**src/rtl/PARAMS_BN254_d0.sv**
```systemverilog
// Shared parameters and types for the BN254 pre-adder datapath.
package PARAMS_BN254_d0;

    localparam int N_THREADS = 4;
    localparam int NUM_LIMBS = 3;
    localparam int LIMB_W    = 18;

    typedef logic [NUM_LIMBS-1:0][LIMB_W-1:0] redundant_poly_L3;

    localparam logic [1:0] MODE_BUBBLE = 2'b00;
    localparam logic [1:0] MODE_ADD    = 2'b01;
    localparam logic [1:0] MODE_SUB    = 2'b10;

    // One buffered operand pair as it travels through the per-thread queues.
    typedef struct packed {
        redundant_poly_L3 x;
        redundant_poly_L3 y;
        logic [1:0]       mode;
        logic             last;
    } preadd_op_t;

    function automatic logic mode_legal(input logic [1:0] mode);
        return (mode == MODE_ADD) || (mode == MODE_SUB);
    endfunction

endpackage

```
**src/rtl/preadd_thread_fifo.sv**
```systemverilog
// Per-thread circular operand buffer with occupancy count; head is read combinationally.
module preadd_thread_fifo
    import PARAMS_BN254_d0::*;
#(
    parameter int DEPTH = 8
) (
    input  logic                       clk,
    input  logic                       rst,
    input  logic                       push,
    input  preadd_op_t                 wdata,
    input  logic                       pop,
    output preadd_op_t                 head,
    output logic [$clog2(DEPTH+1)-1:0] count
);

    localparam int CNT_W = $clog2(DEPTH + 1);
    localparam int PTR_W = $clog2(DEPTH);

    preadd_op_t       mem [DEPTH];
    logic [PTR_W-1:0] wr_ptr;
    logic [PTR_W-1:0] rd_ptr;
    logic             do_push;
    logic             do_pop;

    assign do_push = push && (count < CNT_W'(DEPTH));
    assign do_pop  = pop && (count != '0);
    assign head    = mem[rd_ptr];

    // Storage carries no reset; validity is tracked entirely by count.
    always_ff @(posedge clk) begin
        if (do_push) begin
            mem[wr_ptr] <= wdata;
        end
    end

    // Pointers wrap naturally because DEPTH is a power of two.
    always_ff @(posedge clk or posedge rst) begin
        if (rst) begin
            wr_ptr <= '0;
            rd_ptr <= '0;
            count  <= '0;
        end else begin
            if (do_push) wr_ptr <= wr_ptr + 1'b1;
            if (do_pop)  rd_ptr <= rd_ptr + 1'b1;
            if (do_push && !do_pop)      count <= count + 1'b1;
            else if (do_pop && !do_push) count <= count - 1'b1;
        end
    end

endmodule

```
**src/rtl/preadd_issue.sv**
```systemverilog
// Round-robin operand issuer: buffers per-thread chains and releases each
// complete chain one entry per turn of its thread, with a delayed mode stream.
module preadd_issue
    import PARAMS_BN254_d0::*;
#(
    parameter int DEPTH = 8,
    parameter int TID_W = $clog2(N_THREADS)
) (
    input  logic             clk,
    input  logic             rst,
    input  logic             in_valid,
    output logic             in_ready,
    input  logic [TID_W-1:0] in_tid,
    input  redundant_poly_L3 in_x,
    input  redundant_poly_L3 in_y,
    input  logic [1:0]       in_mode,
    input  logic             in_last,
    output redundant_poly_L3 x_o,
    output redundant_poly_L3 y_o,
    output logic             out_valid,
    output logic [TID_W-1:0] out_tid,
    output logic [1:0]       mode_o,
    output logic             err_o
);

    localparam int CNT_W = $clog2(DEPTH + 1);

    logic [TID_W-1:0]     slot;
    logic [CNT_W-1:0]     count [N_THREADS];
    logic [CNT_W-1:0]     grp   [N_THREADS];
    preadd_op_t           head  [N_THREADS];
    logic [N_THREADS-1:0] push;
    logic [N_THREADS-1:0] pop;
    logic                 accept;
    logic                 in_legal;
    logic                 issue;
    logic                 overflow;
    preadd_op_t           in_op;
    preadd_op_t           issue_op;
    logic [1:0]           cur_mode;
    logic [1:0]           mode_sr [N_THREADS];

    assign in_op    = '{x: in_x, y: in_y, mode: in_mode, last: in_last};
    assign in_legal = mode_legal(in_mode);
    assign accept   = in_valid && in_ready;
    assign issue    = (grp[slot] != '0);
    assign issue_op = head[slot];
    assign mode_o   = mode_sr[N_THREADS-1];

    // Ready depends only on registered occupancy, never on this cycle's issue.
    always_comb begin
        in_ready = 1'b0;
        if (32'(in_tid) < N_THREADS) begin
            in_ready = (count[in_tid] < CNT_W'(DEPTH));
        end
    end

    // Illegal-mode entries are handshaken but never written, so they vanish here.
    always_comb begin
        push     = '0;
        pop      = '0;
        overflow = 1'b0;
        for (int t = 0; t < N_THREADS; t++) begin
            push[t] = accept && in_legal && (in_tid == TID_W'(t));
            pop[t]  = issue && (slot == TID_W'(t));
            if ((count[t] == CNT_W'(DEPTH)) && (grp[t] == '0)) begin
                overflow = 1'b1;
            end
        end
    end

    for (genvar g = 0; g < N_THREADS; g++) begin : g_thread
        preadd_thread_fifo #(
            .DEPTH (DEPTH)
        ) u_fifo (
            .clk   (clk),
            .rst   (rst),
            .push  (push[g]),
            .wdata (in_op),
            .pop   (pop[g]),
            .head  (head[g]),
            .count (count[g])
        );
    end

    // Free-running slot owner, visiting every thread once per round.
    always_ff @(posedge clk or posedge rst) begin
        if (rst) begin
            slot <= '0;
        end else if (slot == TID_W'(N_THREADS - 1)) begin
            slot <= '0;
        end else begin
            slot <= slot + 1'b1;
        end
    end

    // Complete-chain counters gate issue so a chain never streams with gaps.
    always_ff @(posedge clk or posedge rst) begin
        if (rst) begin
            for (int t = 0; t < N_THREADS; t++) grp[t] <= '0;
        end else begin
            for (int t = 0; t < N_THREADS; t++) begin
                if ((push[t] && in_last) && !(pop[t] && head[t].last)) begin
                    grp[t] <= grp[t] + 1'b1;
                end else if (!(push[t] && in_last) && (pop[t] && head[t].last)) begin
                    grp[t] <= grp[t] - 1'b1;
                end
            end
        end
    end

    // Registered issue stage; bubbles drive zeros and record a null mode.
    always_ff @(posedge clk or posedge rst) begin
        if (rst) begin
            x_o       <= '0;
            y_o       <= '0;
            out_valid <= 1'b0;
            out_tid   <= '0;
            cur_mode  <= MODE_BUBBLE;
        end else begin
            out_tid <= slot;
            if (issue) begin
                x_o       <= issue_op.x;
                y_o       <= issue_op.y;
                out_valid <= 1'b1;
                cur_mode  <= issue_op.mode;
            end else begin
                x_o       <= '0;
                y_o       <= '0;
                out_valid <= 1'b0;
                cur_mode  <= MODE_BUBBLE;
            end
        end
    end

    // Delay the presented mode by one round to line up with the pre-adder mux.
    always_ff @(posedge clk or posedge rst) begin
        if (rst) begin
            for (int i = 0; i < N_THREADS; i++) mode_sr[i] <= MODE_BUBBLE;
        end else begin
            mode_sr[0] <= cur_mode;
            for (int i = 1; i < N_THREADS; i++) mode_sr[i] <= mode_sr[i-1];
        end
    end

    // Sticky error for dropped illegal modes or a full queue that can never drain.
    always_ff @(posedge clk or posedge rst) begin
        if (rst) begin
            err_o <= 1'b0;
        end else if ((accept && !in_legal) || overflow) begin
            err_o <= 1'b1;
        end
    end

endmodule

```
**config.mk**
```make
export PLATFORM = sky130hd
export DESIGN_NAME = preadd_issue
export DESIGN_NICKNAME = d
export VERILOG_FILES = /design/src/rtl/PARAMS_BN254_d0.sv /design/src/rtl/preadd_thread_fifo.sv /design/src/rtl/preadd_issue.sv
export SDC_FILE = /design/constraint.sdc
export NUM_CORES = 2
export LEC_CHECK = 0
export ABC_AREA = 1
export BUFFER_PORTS_ARGS = -buffer_cell sky130_fd_sc_hd__buf_2
export CAP_MARGIN = 20
export CORE_ASPECT_RATIO = 1.25
export CORE_MARGIN = 4
export CORE_UTILIZATION = 45
export DETAILED_ROUTE_END_ITERATION = 16
export GPL_ROUTABILITY_DRIVEN = 1
export SLEW_MARGIN = 20
export SYNTH_ARGS = -nofsm -noshare
export SYNTH_HDL_FRONTEND = slang
export SYNTH_HIERARCHICAL = 1
export SYNTH_SLANG_ARGS = --single-unit
export TNS_END_PERCENT = 100
```
**constraint.sdc**
```tcl
create_clock -name clk -period 9.28 [get_ports clk]
set_input_delay 0.464 -clock clk [delete_from_list [all_inputs] [get_ports clk]]
set_output_delay 0.464 -clock clk [all_outputs]
set_load 0.05 [all_outputs]
```
==> key figures <==
Clock network
  • CTS tree: built
  • Clk_lat worst skew: ~0.9 ns
  • Inserted Clock Buffers: 368
  • H-tree Lvls: 5
  • Clk buf depth: 4
  • Root Driver: clkbuf_16
  • Clock net sink count: around 3,700
  • Clk slew on worst S/H paths: 0.06 ns

Drt
  • Via density per instance: 5.56
  • Routed wire per std cell: 24.4 um
  • Initial DRC count: 10,876
  • Vias: 100,577
  • Total iterations of the first detailed-routing run: 6
  • Total wire length: 442,000 um
  • Remaining DRCs: 0
  • Detail Route Antenna Nets: 0

Logic synthesis
  • Seq/Total Area, Yosys: 73.3%
  • Mean post-synth cell area: about 11 um2
  • Area of the mapped netlist: between 0.15 and 0.2 mm2
  • Syn nets: 13,476
  • Post-synth ARST share: 4.82%
  • Largest cells by area after synthesis: edfxtp_1 (70%), nand2_1 (12%), o21ai_0 (4.7%), nor2_1 (3.1%), dfrtp_1 (3.0%)
  • Top FF cell, synth: edfxtp_1
  • Yosys reg bits: between 3,000 and 4,000
  • Post-synth cell types: 32
  • Cell taking the most area after synthesis: edfxtp_1
  • Post-Syn Instances: roughly 13,000
  • Post-synth top area share: between 70 and 80%
  • Number of synthesized flops with an enable pin: between 3,000 and 4,000
  • Synth warn: 6

STA
  • Setup tns final: 0 ns
  • Slew Limit Fails: 0
  • Skew final: 0.0584 ns
  • Crit path time final: about 4.9 ns
  • Final Cycle Share: 53.1%
  • Endpoints failing hold: 0
  • Fmax: 0.203 GHz
  • Worst slew margin: 21.4%
  • Final setup violation count: 0
  • Worst Tran Pin Value: ~1.2 ns
  • RSZ-0062 raised after global routing: false

Floorplanning
  • Die height: 657 um
  • Ports: 231
  • Rows: 238
  • Die outline width: 527 um
  • Starting Density: 45.2%
  • Core area: 0.336 mm2
  • Die ar.: 0.347 mm2

Final layout
  • Area grow syn2layout: 11.3%
  • Commonest non-fill, non-tap cell in the layout: nand2_1
  • Fill count: 29,248
  • Most frequent cells in the layout: nand2_1 (5,051), edfxtp_1 (3,552), o21ai_0 (1,428), nor2_1 (1,205), o21ai_1 (588)
  • Post-Layout Cell Count: about 18,000
  • Share of post-route cells with drive strength above 1: 7.71%
  • Nets: 13,492

Run
  • MaxCap Viol Count: 0

Run status
  • Status: complete, no violations

Setup path
  • Crit path max-delay cell type: dfrtp_4
  • Critical path cell sequence: clkinv_8, nand2_1, nand3_2, nand2_8, buf_4, buf_4, nor2_4
  • Critical Path RT: approximately 10 ns
  • Crit path max-delay family: buffers and inverters
  • Crit path capture type: flip-flop
  • Reg2Reg Depth: 7
  • Crit path kind: reg -> reg
  • CP Max Fanout: 137
  • R2R setup slack: 4.36 ns
  • CP most frequent cell: buf_4
  • R2r endpoint: y_o[39]
  • FF-to-FF Start: slot[0]
  • Startpoint Class: flip-flop
  • CP bufs+invs: 3
  • Slowest Stage Delay on Critical Path: 1.01 ns
  • WP data arrival: 5.66 ns

Place
  • Routability Congestion: 0.799
  • Post-DP HPWL: 222,000 um
  • IO buf count: 230
  • Cells after DPL: 17,386

Min path
  • Hold endpoint: g_thread[1].u_fifo/mem[6][103]
  • Worst Hold Class: in -> reg
  • HP Start: in_x[46]
  • Hold Path Depth: 1

Global route
  • First-pass GRT wire length: 644,000 um
  • Met2 usage: between 40% and 50%
  • Initial antenna violation count: 40
  • Met1 usage: 34.3%
  • M3 GR Usage: between 3 and 4%
  • Total grt overflow: 0
  • Largest net degree at the start of global routing: 185
  • GRT Util Overall: 24.8%
  • Global routing's busiest layer: met2
  • Vias in the first global route: 95,583

Power and ir drop
  • Internal power: 31,800 uW
  • Net Sw Frac: 37.9%
  • Worst IR Drop VDD: 0.000283 V
  • Clk pwr share: between 20% and 30%
  • Power per cell area: approximately 300 mW/mm2
  • Net Switching: 19,400 uW
  • Combinational power share: about a third
  • Sequential Power Share: roughly two fifths
  • Leakage: 0.0622 uW
synthesized netlist by cell type, types with 26 or more instances:
library cell and number:
buf_1 52, buf_2 272, buf_4 74, clkbuf_1 365
dfrtp_1 180, edfxtp_1 3552, ha_1 36, inv_1 182
nand2_1 5051, nand3_1 35, nor2_1 1237, nor2_2 26
nor2_4 31, o21ai_0 1428, o21ai_1 588, o22ai_1 110
sequential cells by signal, indices dropped and copies added, names as in the netlist, 6 cells and up:
name,count
g_thread.u_fifo/mem,3552
x_o,54
y_o,54
g_thread.u_fifo/count,16
grp,16
g_thread.u_fifo/rd_ptr,12
g_thread.u_fifo/wr_ptr,12
mode_sr,6
power by group through the flow:
stage	sequential [uW]	clock (uW)	combinational, uW
finish	19800	14900	16500
global route	19900	15800	18200
CTS	19800	15100	16400
detailed placement	20200	0	16300
global placement	20200	0	16200
floorplan	20300	0	10700
kinds of logic after synthesis:
group	Yosys count	share of synthesized area, %
compound gates	2130	7.12
xor+xnor	33	0.190
fa+ha+maj	44	0.402
buf+inv	971	2.91
flops	3732	73.3
simple gates	6406	16.1
how the worst max path moves through the flow:
stage,start,end,slack (ns),cells after the start
6_report,slot[0],y_o[39],4.36,7
4_1_cts,slot[0],y_o[39],4.39,7
3_3_place_gp,in_mode[1],g_thread[1].u_fifo/mem[7][51],4.39,11
2_1_floorplan,in_tid[0],g_thread[0].u_fifo/mem[0][0],2.02,11
3_5_place_dp,slot[0],x_o[0],4.37,7
5_1_grt,slot[0],y_o[46],4.29,7
cell type report:
class	instances	area, um2	area share, %
flip-flops and latches	3732	111000	65.9
multi-input cells	8613	36400	21.6
clock buffers	482	10000	5.93
well taps	4440	5560	3.29
repair buffers	421	2870	1.70
clock inverters	191	1910	1.13
inverters	196	853	0.505
diodes	20	50.0	0.0296
through the flow:
stage | total power [uW] | util (%) | hold slack [ns] | instance area [um2] | setup slack, ns
6_report | 51200 | 50.3 | 0.0634 | 169000 | 4.36
5_1_grt | 53900 | 50.3 | 0.0450 | 169000 | 4.29
4_1_cts | 51400 | 50.3 | 0.000761 | 169000 | 4.39
3_5_place_dp | 36500 | 46.7 | 0.337 | 157000 | 4.37
3_3_place_gp | 36400 | 46.7 | 0.337 | 157000 | 4.39
2_1_floorplan | 31000 | - | 0.304 | 152000 | 2.02
what timing repair did:
item                      4_1_cts  5_1_grt
gates resized for setup         0        0
hold buffers                   16        0
hold endpoints to repair      374        0
buffers inserted                0        0
metal layers:
| metal | share of wire (%) | up-vias |
|---|---|---|
| met3 | 8.3 | 744 |
| li1 | - | 45416 |
| met1 | 41 | 50042 |
| met2 | 48 | 4359 |
| met4 | 2.9 | 16 |
| met5 | 0.023 | - |
worst register-to-register path: cells and delay by family, from the launching register on:
kind,cells,cell delay (ns)
DFF,1,1.01
buffers and inverters,3,2.55
and+or+nand+nor,4,1.21
No activity file was read; power rests on OpenSTA's default activity.
